### src/rtl/cfi_check_sched_pkg.sv
// cfi_check_sched_pkg: log format, fault causes and scheduler states for the CFI check scheduler.
package cfi_check_sched_pkg;

    typedef struct packed {
        logic [31:0] src_pc;
        logic [31:0] dst_pc;
        logic [1:0]  kind;
    } cfi_log_t;

    typedef enum logic [1:0] {
        CAUSE_NONE     = 2'd0,
        CAUSE_CHECK    = 2'd1,
        CAUSE_TIMEOUT  = 2'd2,
        CAUSE_SPURIOUS = 2'd3
    } cfi_fault_cause_e;

    typedef enum logic [1:0] {
        RUN,
        FLUSH_WAIT,
        FLUSH_DISC,
        FAULT
    } cfi_sched_state_e;

endpackage

### src/rtl/cfi_check_sched.sv
// cfi_check_sched: pops CFI logs from the queue, issues them in order to the checker,
// tracks outstanding checks and sequences flush / fault recovery.
module cfi_check_sched
    import cfi_check_sched_pkg::*;
#(
    parameter int unsigned MAX_OUTSTANDING = 4,
    parameter int unsigned TIMEOUT         = 1024,
    parameter int unsigned CNT_W           = 32
) (
    input  logic                         clk_i,
    input  logic                         rst_i,
    input  logic                         enable_i,
    input  logic                         flush_i,
    input  logic                         fault_clear_i,
    input  logic                         queue_empty_i,
    input  logic [$bits(cfi_log_t)-1:0]  queue_data_i,
    output logic                         queue_pop_o,
    output logic                         chk_req_o,
    output logic [$bits(cfi_log_t)-1:0]  chk_data_o,
    input  logic                         chk_gnt_i,
    input  logic                         chk_rsp_valid_i,
    input  logic                         chk_rsp_fault_i,
    output logic                         cfi_fault_o,
    output logic [1:0]                   fault_cause_o,
    output logic                         flush_done_o,
    output logic                         idle_o,
    output logic [CNT_W-1:0]             checked_cnt_o
);
    localparam int unsigned OW = $clog2(MAX_OUTSTANDING + 1);
    localparam int unsigned TW = $clog2(TIMEOUT);

    cfi_sched_state_e state_q, state_d;
    cfi_fault_cause_e cause_q, cause_d;
    logic             req_v_q, req_v_d;
    cfi_log_t         req_d_q, req_d_d;
    logic [OW-1:0]    outst_q, outst_d;
    logic [TW-1:0]    tmo_q, tmo_d;
    logic [CNT_W-1:0] cnt_q, cnt_d;
    logic             hs, spurious, check_flt, timeout, fault, load, flush_fin;

    always_comb begin
        chk_req_o     = req_v_q && outst_q < OW'(MAX_OUTSTANDING) && state_q != FAULT;
        hs            = chk_req_o && chk_gnt_i;
        queue_pop_o   = state_q == RUN ? enable_i && !queue_empty_i && (!req_v_q || hs)
                                       : state_q == FLUSH_DISC && !queue_empty_i;
        spurious      = chk_rsp_valid_i && outst_q == '0;
        check_flt     = chk_rsp_valid_i && chk_rsp_fault_i;
        timeout       = outst_q != '0 && !chk_rsp_valid_i && tmo_q == TW'(TIMEOUT - 1);
        // once in FAULT the first cause is kept and later faults are ignored
        fault         = state_q != FAULT && (spurious || check_flt || timeout);
        flush_fin     = state_q == FLUSH_DISC && queue_empty_i && !fault;
        chk_data_o    = req_d_q;
        cfi_fault_o   = cause_q != CAUSE_NONE;
        fault_cause_o = cause_q;
        flush_done_o  = flush_fin;
        idle_o        = state_q == RUN && !req_v_q && outst_q == '0 && queue_empty_i;
        checked_cnt_o = cnt_q;
    end

    always_comb begin
        outst_d = outst_q + OW'(hs) - OW'(chk_rsp_valid_i && !spurious);
        case (state_q)
            RUN:        state_d = fault ? FAULT : flush_i ? FLUSH_WAIT : RUN;
            FLUSH_WAIT: state_d = fault ? FAULT : !req_v_q && outst_d == '0 ? FLUSH_DISC : FLUSH_WAIT;
            FLUSH_DISC: state_d = fault ? FAULT : queue_empty_i ? RUN : FLUSH_DISC;
            default:    state_d = fault_clear_i ? FLUSH_WAIT : FAULT;
        endcase
        load    = state_q == RUN && queue_pop_o;
        req_v_d = fault ? 1'b0 : load ? 1'b1 : hs ? 1'b0 : req_v_q;
        req_d_d = load ? cfi_log_t'(queue_data_i) : req_d_q;
        tmo_d   = state_q == FAULT ? tmo_q : outst_q == '0 || chk_rsp_valid_i ? '0 : tmo_q + TW'(1);
        cnt_d   = chk_rsp_valid_i && !chk_rsp_fault_i && !spurious && cnt_q != '1 ? cnt_q + CNT_W'(1) : cnt_q;
        cause_d = fault && cause_q == CAUSE_NONE
                ? (spurious ? CAUSE_SPURIOUS : check_flt ? CAUSE_CHECK : CAUSE_TIMEOUT)
                : flush_fin ? CAUSE_NONE : cause_q;
    end

    always_ff @(posedge clk_i) begin
        if (rst_i) begin
            state_q <= RUN;
            cause_q <= CAUSE_NONE;
            req_v_q <= 1'b0;
            req_d_q <= '0;
            outst_q <= '0;
            tmo_q   <= '0;
            cnt_q   <= '0;
        end else begin
            state_q <= state_d;
            cause_q <= cause_d;
            req_v_q <= req_v_d;
            req_d_q <= req_d_d;
            outst_q <= outst_d;
            tmo_q   <= tmo_d;
            cnt_q   <= cnt_d;
        end
    end

endmodule

### config.mk
export PLATFORM = sky130hd
export DESIGN_NAME = cfi_check_sched
export DESIGN_NICKNAME = d
export VERILOG_FILES = /design/src/rtl/cfi_check_sched_pkg.sv /design/src/rtl/cfi_check_sched.sv
export SDC_FILE = /design/constraint.sdc
export NUM_CORES = 1
export LEC_CHECK = 0
export ABC_AREA = 1
export BUFFER_PORTS_ARGS = -buffer_cell sky130_fd_sc_hd__buf_4
export CELL_PAD_IN_SITES_DETAIL_PLACEMENT = 1
export CELL_PAD_IN_SITES_GLOBAL_PLACEMENT = 1
export CORE_MARGIN = 10
export CORE_UTILIZATION = 35
export DETAILED_ROUTE_END_ITERATION = 16
export GPL_TIMING_DRIVEN = 0
export PLACE_DENSITY_LB_ADDON = 0.1
export SYNTH_ARGS = -nofsm -noshare
export SYNTH_HDL_FRONTEND = slang
export SYNTH_SLANG_ARGS = --single-unit
### constraint.sdc
create_clock -name clk_i -period 2.8 [get_ports clk_i]
set_input_delay 0.42 -clock clk_i [delete_from_list [all_inputs] [get_ports clk_i]]
set_output_delay 0.42 -clock clk_i [all_outputs]
set_load 0.005 [all_outputs]
==> impl_results.md <==
* Nets@finish at 1,052
* Outcome: completed
* Synth top area share at 42.51%
* H-tree depth at 4
* Dpl cells at 1,165
* CP Cell Sequence: nand2_2 > nand2_1 > nor2_2 > nand2_1 > ha_1 > inv_1 > ha_1 > fa_1 > inv_1 > nand3_1 > nor3_1 > nand3_1 > nand2_1 > a21oi_1
* Synth Register Bits at 116
* Worst Skew at 0.008279 ns
* Vias at 5,599
* Largest area contributor in the netlist: dfxtp_1
* Cell with the most instances after synthesis: nor2_1
* First-pass GRT wire length at 31,350 um
* Core Area at 15,260 um2
* Worst-path clk slew at 0.05 ns
* Most used cell, CP: nand2_1
* Synthesized area at 5463 um2
* CTS buffer count at 17
* RSZ-0062 raised after global routing: false
* Least-Margin Pin Slew at 0.8434 ns
* Std cell rows at 45
* Slowest stage cell, crit path: fa_1
* Port Buffers at 178
* Initial Util at 35.80%
* Die H at 144.9 um
* Top post-synthesis cells by area: dfxtp_1 43%, nor2_1 14%, nand2_1 12%
* Vias per cell at 4.689
* Ys async rst share at 0%
* Total gr overflow at 0
* Initial antenna violation count at 0
* Largest net degree at the start of global routing at 17
* Critical Path RT at 3.08 ns
* Final Hold Vio Count at 0
* Crit start category: flop
* Total Power at 5163 uW
* Max Root-Sink Buffers at 2
* Number of post-CTS setup repair buffers at 0
* Setup TNS Final at 0 ns
* Post-synth EDFFs at 0
* Diodes inserted at 0
* Syn Area/Cell at 7.040 um2
* Full die area at 21,000 um2
* Sequential-to-total area share from yosys stat at 42.51%
* Num ports at 180
* Synth-to-Final Area Change at 39.67%
* CTS hold repair buffers at 0
* Synth warn at 0
* Setup violators final at 0
* CP Capture Type: flop
* # Max-Cap Violations at 0
* Critical path class: flop to flop
* GR Util All Layers at 18.29%
* Max transition margin at 43.78%
* Chip Width at 144.9 um
* DR iter-0 viols at 248
* Clock Sink Count at 116
* Commonest cells in the netlist: 200 x nor2_1, 168 x nand2_1, 116 x dfxtp_1
* CTS tree: done
* DR DRC count at 0
* Tcrit/Tclk final at 89.90%
* Highest Clock Rate at 0.3973 GHz
* Critical Path AT at 2.79 ns
* Vias in the first global route at 6,010
* Mean routed wirelength per cell at 16.11 um
* Cells after synthesis at 776
* Top FF cell, synth: dfxtp_1
* Clock latency on the worst-skew pair at 0.42 ns
* Slew Viols, Final at 0
* Cell area power density at 676.7 nW/um2
* CTS root buf: clkbuf_16
* GPL Wtd Cong at 0.8605
* Routed wire length at 19,240 um
* Non-filler cells, final at 1,194
* Worst vdd ir at 0.0004487 V
* DR pass1 iterations at 4
* Buf/Inv on CP at 2
* HP Class: input port to flop
* Final Critical Period at 2.517 ns
* Post-route ant nets at 0
* Post-CTS Resized at 0
* Syn_nets at 856
* Layout cell share with drive strength beyond 1 at 28.38%
* CP max stage delay at 0.43 ns
* Detailed-placement wirelength estimate at 14,830 um
* Yosys cell types at 37
* Largest fanout on the critical path at 7
* Leakage power at 0.003252 uW
* Crit-path leading delay family: simple AND/OR/NAND/NOR gates
## cell families after synthesis
family / count (synthesis) / synth area share [%]
AOI/OAI and AO/OA: 117 / 12.16
xor gates and xnor gates: 15 / 2.405
adders and majority gates: 5 / 1.283
buffers and inverters: 82 / 7.627
DFF: 116 / 42.51
and+or+nand+nor: 441 / 34.01
## registers in the layout, summed over array words and instances (netlist names)
name,count
chk_data_o,66
outst_q,3
fault_cause_o,2
checked_cnt_o,32
tmo_q,10
state_q,2
req_v_q,1
## routing by layer
layer	wire [um]	track usage [%]
met4	189	4.750
met3	1757	9.128
met1	7832	19.62
met2	9462	31.22
met5	0	0
## worst paths after layout
| path | end | cells past startpoint | from | slack (ns) |
|---|---|---|---|---|
| max | state_q[0] | 14 | state_q[1] | 0.28 |
| min | tmo_q[9] | 2 | rst_i | 0.21 |
| max reg2reg | state_q[0] | 14 | state_q[1] | 0.28 |
| min reg2reg | chk_data_o[35] | 2 | chk_data_o[35] | 0.48 |
## layout make-up
class | count | area [um2]
Clock inverter | 9 | 106.4
Timing Repair Buffer | 178 | 1336
Fill cell | 1986 | 7629
Multi-Input combinational cell | 578 | 2728
Clock buffer | 21 | 460.4
Tap cell | 211 | 264.0
Inverter | 50 | 187.7
Buffer | 31 | 225.2
Sequential cell | 116 | 2322
## metrics by stage
stage / hold WS, ns / cell area (um2) / utilization [%] / setup WS [ns]
floorplan: 0.4527 / 5463 / - / 0.6419
global placement: 0.4632 / 7063 / 46.29 / 0.3569
detailed placement: 0.4725 / 7063 / 46.29 / 0.2926
CTS: 0.1980 / 7630 / 50.00 / 0.07932
global route: 0.2045 / 7630 / 50.00 / 0.05112
finish: 0.2129 / 7630 / 50.00 / 0.2829
## cells in the final DEF (no fill, tap or decap), types with 2 or more instances in the layout
master,n
nand3_1,12
nor2_1,200
ha_1,4
o21ai_0,53
inv_1,46
a21oi_1,20
inv_2,3
clkinvlp_4,3
o21ai_1,20
clkbuf_16,17
nand3b_1,10
buf_6,7
clkbuf_1,15
clkbuf_8,2
clkinv_2,3
buf_12,2
bufinv_16,2
xor2_1,11
xnor2_1,4
nor2_2,5
dfxtp_1,116
buf_2,6
nand2_1,168
nand2_2,21
a21oi_2,19
nor4_1,2
nor2_4,4
nand4_1,8
nor3_1,6
buf_4,180
## report_power, final
group / total [uW] / internal, uW / leakage [uW] / switching [uW]
clock network: 2120 / 1340 / 0.000271 / 780
logic: 1110 / 503 / 0.00204 / 607
registers: 1930 / 1830 / 0.000944 / 107
No activity file was read; power rests on OpenSTA's default activity.
